### config.mk
export PLATFORM = sky130hd
export DESIGN_NAME = load_unit_flat
export DESIGN_NICKNAME = d
export VERILOG_FILES = /design/src/rtl/cpu_pkg.sv /design/src/rtl/load_unit_if.sv /design/src/rtl/load_extract.sv /design/src/rtl/load_unit.sv /design/src/flat_wrapper.sv
export SDC_FILE = /design/constraint.sdc
export NUM_CORES = 1
export LEC_CHECK = 0
export BUFFER_PORTS_ARGS = -buffer_cell sky130_fd_sc_hd__buf_2
export CAP_MARGIN = 20
export CELL_PAD_IN_SITES_DETAIL_PLACEMENT = 0
export CELL_PAD_IN_SITES_GLOBAL_PLACEMENT = 1
export CORE_MARGIN = 4
export CORE_UTILIZATION = 40
export CTS_BUF_LIST = sky130_fd_sc_hd__clkbuf_16
export CTS_CLUSTER_SIZE = 30
export DETAILED_ROUTE_END_ITERATION = 8
export PLACE_DENSITY = 0.88
export SYNTH_ARGS = -nofsm -noshare
export SYNTH_HDL_FRONTEND = slang
export SYNTH_SLANG_ARGS = --single-unit
export TNS_END_PERCENT = 100
### constraint.sdc
create_clock -name clk -period 4.5 [get_ports clk]
set_input_delay 0.45 -clock clk [delete_from_list [all_inputs] [get_ports clk]]
set_output_delay 0.45 -clock clk [all_outputs]
set_load 0.02 [all_outputs]
### src/rtl/cpu_pkg.sv
//------------------------------------------------------------------------------
// cpu_pkg : shared load-width codes, load FSM state type and legality helper.
// Rev 1.0
//------------------------------------------------------------------------------
`default_nettype none

package cpu_pkg;

    localparam logic [2:0] F3_LB  = 3'b000;
    localparam logic [2:0] F3_LH  = 3'b001;
    localparam logic [2:0] F3_LW  = 3'b010;
    localparam logic [2:0] F3_LBU = 3'b100;
    localparam logic [2:0] F3_LHU = 3'b101;

    typedef enum logic [1:0] {
        S_IDLE = 2'd0,
        S_REQ  = 2'd1,
        S_DONE = 2'd2,
        S_ERR  = 2'd3
    } ld_state_t;

    // True when the width code is undefined or the byte offset breaks its alignment.
    function automatic logic ld_is_bad(input logic [2:0] f3, input logic [1:0] off);
        case (f3)
            F3_LB, F3_LBU: return 1'b0;
            F3_LH, F3_LHU: return off[0];
            F3_LW:         return |off;
            default:       return 1'b1;
        endcase
    endfunction

endpackage

`default_nettype wire

### src/rtl/load_unit_if.sv
//------------------------------------------------------------------------------
// load_unit_if : execute-side request, data-RAM read port and write-back result.
// Rev 1.0
//------------------------------------------------------------------------------
`default_nettype none

interface load_unit_if;

    logic        ld_valid;
    logic [31:0] ld_addr;
    logic [2:0]  ld_funct3;
    logic        ld_ready;
    logic        mem_req;
    logic [31:0] mem_addr;
    logic        mem_ready;
    logic [31:0] mem_rdata;
    logic [31:0] RAMI;
    logic        ld_done;
    logic        ld_err;
    logic        stall;

    modport master (
        output ld_valid, ld_addr, ld_funct3, mem_ready, mem_rdata,
        input  ld_ready, mem_req, mem_addr, RAMI, ld_done, ld_err, stall
    );

    modport slave (
        input  ld_valid, ld_addr, ld_funct3, mem_ready, mem_rdata,
        output ld_ready, mem_req, mem_addr, RAMI, ld_done, ld_err, stall
    );

endinterface

`default_nettype wire

### src/rtl/load_extract.sv
//------------------------------------------------------------------------------
// load_extract : lane select and sign/zero extension of a returned RAM word.
// Rev 1.0
//------------------------------------------------------------------------------
`default_nettype none

module load_extract
    import cpu_pkg::*;
(
    input  logic [31:0] rdata,
    input  logic [1:0]  off,
    input  logic [2:0]  funct3,
    output logic [31:0] data
);

    logic [7:0]  byte_sel;
    logic [15:0] half_sel;

    always_comb begin
        byte_sel = rdata[{off, 3'b000} +: 8];
        half_sel = off[1] ? rdata[31:16] : rdata[15:0];
        case (funct3)
            F3_LB:   data = {{24{byte_sel[7]}}, byte_sel};
            F3_LH:   data = {{16{half_sel[15]}}, half_sel};
            F3_LBU:  data = {24'd0, byte_sel};
            F3_LHU:  data = {16'd0, half_sel};
            default: data = rdata;
        endcase
    end

endmodule

`default_nettype wire

### src/rtl/load_unit.sv
//------------------------------------------------------------------------------
// load_unit : single-outstanding load FSM with RAM handshake, timeout and stall.
// Rev 1.0
//------------------------------------------------------------------------------
`default_nettype none

module load_unit
    import cpu_pkg::*;
#(
    parameter int unsigned TIMEOUT = 16
) (
    input  logic       clk,
    input  logic       rst_n,
    load_unit_if.slave bus
);

    localparam logic [7:0] CNT_LAST = 8'(TIMEOUT - 1);

    ld_state_t   state_q, state_d;
    logic [7:0]  cnt_q, cnt_d;
    logic [1:0]  off_q, off_d;
    logic [2:0]  f3_q, f3_d;
    logic [31:0] mem_addr_q, mem_addr_d;
    logic [31:0] rami_q, rami_d;
    logic        mem_req_q, ld_done_q, ld_err_q;
    logic [31:0] ext_data;

    load_extract u_extract (
        .rdata  (bus.mem_rdata),
        .off    (off_q),
        .funct3 (f3_q),
        .data   (ext_data)
    );

    always_comb begin
        state_d    = state_q;
        cnt_d      = cnt_q;
        off_d      = off_q;
        f3_d       = f3_q;
        mem_addr_d = mem_addr_q;
        rami_d     = rami_q;
        case (state_q)
            S_IDLE: begin
                if (bus.ld_valid) begin
                    if (ld_is_bad(bus.ld_funct3, bus.ld_addr[1:0])) begin
                        state_d = S_ERR;
                    end else begin
                        state_d    = S_REQ;
                        off_d      = bus.ld_addr[1:0];
                        f3_d       = bus.ld_funct3;
                        mem_addr_d = {bus.ld_addr[31:2], 2'b00};
                        cnt_d      = 8'd0;
                    end
                end
            end
            S_REQ: begin
                // Ready is checked first so a response on the terminal cycle still completes.
                if (bus.mem_ready) begin
                    rami_d  = ext_data;
                    state_d = S_DONE;
                end else if (cnt_q == CNT_LAST) begin
                    state_d = S_ERR;
                end else begin
                    cnt_d = cnt_q + 8'd1;
                end
            end
            default: state_d = S_IDLE;
        endcase
    end

    always_ff @(posedge clk or negedge rst_n) begin
        if (!rst_n) begin
            state_q    <= S_IDLE;
            cnt_q      <= 8'd0;
            off_q      <= 2'd0;
            f3_q       <= 3'd0;
            mem_addr_q <= 32'd0;
            rami_q     <= 32'd0;
            mem_req_q  <= 1'b0;
            ld_done_q  <= 1'b0;
            ld_err_q   <= 1'b0;
        end else begin
            state_q    <= state_d;
            cnt_q      <= cnt_d;
            off_q      <= off_d;
            f3_q       <= f3_d;
            mem_addr_q <= mem_addr_d;
            rami_q     <= rami_d;
            mem_req_q  <= (state_d == S_REQ);
            ld_done_q  <= (state_d == S_DONE);
            ld_err_q   <= (state_d == S_ERR);
        end
    end

    assign bus.ld_ready = (state_q == S_IDLE);
    assign bus.stall    = (state_q != S_IDLE);
    assign bus.mem_req  = mem_req_q;
    assign bus.mem_addr = mem_addr_q;
    assign bus.RAMI     = rami_q;
    assign bus.ld_done  = ld_done_q;
    assign bus.ld_err   = ld_err_q;

endmodule

`default_nettype wire

### src/flat_wrapper.sv
// flat-port wrapper written by rule: the top's interface ports become plain ports
module load_unit_flat import cpu_pkg::*;
#(
    parameter int unsigned TIMEOUT = 16
)
  (clk, rst_n, bus_ld_valid, bus_ld_addr, bus_ld_funct3, bus_mem_ready, bus_mem_rdata, bus_ld_ready, bus_mem_req, bus_mem_addr, bus_RAMI, bus_ld_done, bus_ld_err, bus_stall);
  load_unit_if bus_i ();
  input  logic clk;
  input  logic rst_n;
  input wire logic [$bits(bus_i.ld_valid)-1:0] bus_ld_valid;
  input wire logic [$bits(bus_i.ld_addr)-1:0] bus_ld_addr;
  input wire logic [$bits(bus_i.ld_funct3)-1:0] bus_ld_funct3;
  input wire logic [$bits(bus_i.mem_ready)-1:0] bus_mem_ready;
  input wire logic [$bits(bus_i.mem_rdata)-1:0] bus_mem_rdata;
  output wire logic [$bits(bus_i.ld_ready)-1:0] bus_ld_ready;
  output wire logic [$bits(bus_i.mem_req)-1:0] bus_mem_req;
  output wire logic [$bits(bus_i.mem_addr)-1:0] bus_mem_addr;
  output wire logic [$bits(bus_i.RAMI)-1:0] bus_RAMI;
  output wire logic [$bits(bus_i.ld_done)-1:0] bus_ld_done;
  output wire logic [$bits(bus_i.ld_err)-1:0] bus_ld_err;
  output wire logic [$bits(bus_i.stall)-1:0] bus_stall;
  assign bus_i.ld_valid = bus_ld_valid;
  assign bus_i.ld_addr = bus_ld_addr;
  assign bus_i.ld_funct3 = bus_ld_funct3;
  assign bus_i.mem_ready = bus_mem_ready;
  assign bus_i.mem_rdata = bus_mem_rdata;
  assign bus_ld_ready = bus_i.ld_ready;
  assign bus_mem_req = bus_i.mem_req;
  assign bus_mem_addr = bus_i.mem_addr;
  assign bus_RAMI = bus_i.RAMI;
  assign bus_ld_done = bus_i.ld_done;
  assign bus_ld_err = bus_i.ld_err;
  assign bus_stall = bus_i.stall;
  load_unit #(.TIMEOUT(TIMEOUT)) u_core (.clk(clk), .rst_n(rst_n), .bus(bus_i));
endmodule
==> flow_summary.ini <==
[synthesis]
ys_ff_latch = 80
synthTopCellsByCount = dfrtp_1 (80), nand2_1 (40), mux2_2 (35)
syn_avg_cell_area_um2 = 11.07
ys_seq_area_share_pct = 55.50
synth_edf_count = 0
yosysTopAreaCellShare_pct = 55.50
async_reset_ff_share_pct = 100.0
synthCells = 326
synth_most_common_cell = dfrtp_1
ys_types = 44
synth.area.top_cells = dfrtp_1 (55%), mux2_2 (11%), nand2_1 (4.2%), nor2_1 (2.8%), a21oi_1 (2.8%)
ys.flop_type = dfrtp_1
yosysWarningCount = 0
synth_largest_area_cell = dfrtp_1
synthesis.area_um2 = 3607

[final_layout]
nets = 530
ff_latch_area_um2 = 2002
stdcell_count = 571
utilization_pct = 53.37
final_area_um2 = 4677
post_route_cells_drive_above_1_share_pct = 42.12
multi_input_area_um2 = 1476
area_delta_synth_final_pct = 29.66
filler_cell_count = 792
antennaDiodeCount = 0

[clocking]
cts_tree = yes
hold_buffers = 0
cts.sinks = 80
clk_pin_slew_worst_paths_ns = 0.06
cts-buffers-inserted = 9
root_buffer = clkbuf_16
cts_resized = 0
cts-htree-levels = 3
post_cts_buffers = 0
clkLatencyLatePin_ns = 0.33
cts_max_path_buffers = 2

[global_route]
grt_max_degree = 81
globalRoute.totalOverflow = 0
antenna_found_initial = 0
track_usage_pct = 17.32
grt_first_pass_wirelength_um = 14300
grt_pass1_vias = 2975

[power_and_ir_drop]
leakagePower_nw = 2.314
p_clk_share_pct = 21.4
power_frac_comb_pct = 42.8
p_int_mw = 2.143
switching_share_pct = 39.95
p_per_area_nw_per_um2 = 763.1
p_seq_share_pct = 35.9
vdd_ir_drop_max_uv = 320.0
switchingPower_mw = 1.426

[critical_path]
path_class = reg -> reg
path_max_fanout = 29
path_buf_inv = 1
cp-start-kind = register
path_cells = nor2b_1 > nand2_1 > inv_1 > and3_1 > a221o_1
critPathSlowestCell = nand2_1
cp-end-kind = register
critPathTopFamily = simple AND/OR/NAND/NOR gates
cp.required_ns = 4.71
slowest_delay_ns = 0.64
cp.arrival_ns = 2.82

[timing]
rsz0062_at_grt = false
fin_crit_sh_pct = 57.95
hold_viol = 0
setup_viol = 0
worst_pin_slew_ns = 0.8613
relSlewSlack_pct = 42.44
fmaxAchievable_mhz = 383.4
post-route-min-period_ns = 2.608
drv_slew = 0
setup_tns_ns = 0
skew_ns = 0.007193

[drt]
avgRoutedWirePerCell_um = 15.97
drc = 0
drtIter0Drc = 136
ant_nets = 0
viasPerCell = 5.212
drt_pass1_iterations = 4
route.vias.total = 2976
drt_wl_total_um = 9118

[run]
drv_cap = 0

[worst_hold_path]
hp-class = in -> async

[die]
num_rows = 34
coreArea_um2 = 8763
dieWidth_um = 103.0
die-area_um2 = 10600
die_y_um = 103.0
io_pins = 140
initial_core_util_pct = 41.16

[place]
port_buffers = 137
place_area_um2 = 4343
gp_congestion = 0.8142
place_inst = 554
hpwl_um = 6657

[run_status]
status = completed
## routing by layer
metal	vias up	track usage [%]	part of all wire, %
met5	-	0	0
met4	0	6.175	1.5
met3	12	4.736	9.9
met2	124	27.63	47
met1	1425	22.73	42
li1	1415	-	-
## sequential cells by signal, summed over array words and instances, names as in the netlist
name,count
u_core.state_q,2
u_core.bus.ld_err,1
u_core.bus.mem_addr,30
u_core.bus.ld_done,1
u_core.bus.RAMI,32
u_core.off_q,2
u_core.bus.mem_req,1
u_core.f3_q,3
u_core.cnt_q,8
## final timing paths
path / slack, ns / from / end / cells past startpoint
worst max-delay path: 1.89 / u_core.state_q[0]$_DFF_PN0_ / u_core.bus.RAMI[8]$_DFFE_PN0P_ / 5
worst min-delay path: 0.08 / rst_n / u_core.bus.RAMI[0]$_DFFE_PN0P_ / 1
worst max register to register: 1.89 / u_core.state_q[0]$_DFF_PN0_ / u_core.bus.RAMI[8]$_DFFE_PN0P_ / 5
worst min register to register: 0.48 / u_core.bus.RAMI[0]$_DFFE_PN0P_ / u_core.bus.RAMI[0]$_DFFE_PN0P_ / 2
max in group asynchronous: 3.83 / rst_n / u_core.bus.mem_addr[17]$_DFFE_PN0P_ / 2
min in group clk: 0.35 / bus_ld_addr[9] / u_core.bus.mem_addr[9]$_DFFE_PN0P_ / 2
## placed cells by master (no fill, tap or decap), drive strengths merged, types with 3 or more instances in the layout
cell / Yosys / layout
o21ai: 16 / 16
a221o: 6 / 6
and3: 6 / 6
a21oi: 21 / 21
buf: 11 / 140
nor2: 27 / 27
nor3: 3 / 3
nand3: 7 / 7
clkbuf: 9 / 9
a31oi: 8 / 8
mux2: 35 / 35
a21boi: 3 / 3
dfrtp: 80 / 80
nand2b: 5 / 5
nand2: 40 / 40
a2bb2oi: 7 / 7
mux2i: 9 / 9
inv: 7 / 9
## final cells by class
class | count | share of cell area [%]
Sequential cell | 80 | 42.80
Inverter | 7 | 0.5618
Clock buffer | 9 | 4.815
Timing Repair Buffer | 140 | 15.46
Clock inverter | 7 | 1.899
Multi-Input combinational cell | 220 | 31.57
Tap cell | 108 | 2.889
## through the flow
step                      hold WS [ns]  total power [mW]  worst slack (ns)
final                          0.07781             3.569             1.892
after global routing            0.1058             3.813             1.707
after CTS                       0.3191             3.610             1.886
after detailed placement        0.4756             2.833             1.900
after global placement          0.4604             2.792             1.938
after floorplan                 0.1544             2.326             2.736
## power groups by stage
| stage | registers, mW | logic [mW] | clock network [mW] |
|---|---|---|---|
| final | 1.28 | 1.53 | 0.763 |
| after global routing | 1.32 | 1.67 | 0.817 |
| after CTS | 1.28 | 1.55 | 0.784 |
| after detailed placement | 1.29 | 1.55 | 0 |
| after global placement | 1.28 | 1.51 | 0 |
| after floorplan | 1.58 | 0.742 | 0 |
## cell families (layout without fill, tap and decap cells)
| kind of cell | Yosys count | after routing | synth area share [%] |
|---|---|---|---|
| xor+xnor | 2 | 2 | 0.4857 |
| fa+ha+maj | 1 | 1 | 0.3468 |
| mux | 45 | 45 | 14.05 |
| compound gates | 73 | 73 | 13.87 |
| simple gates | 97 | 97 | 11.97 |
| other cells | 1 | 2 | 0.1040 |
| buf+inv | 27 | 163 | 3.677 |
| flops | 80 | 80 | 55.50 |
No activity file was read; power rests on OpenSTA's default activity.
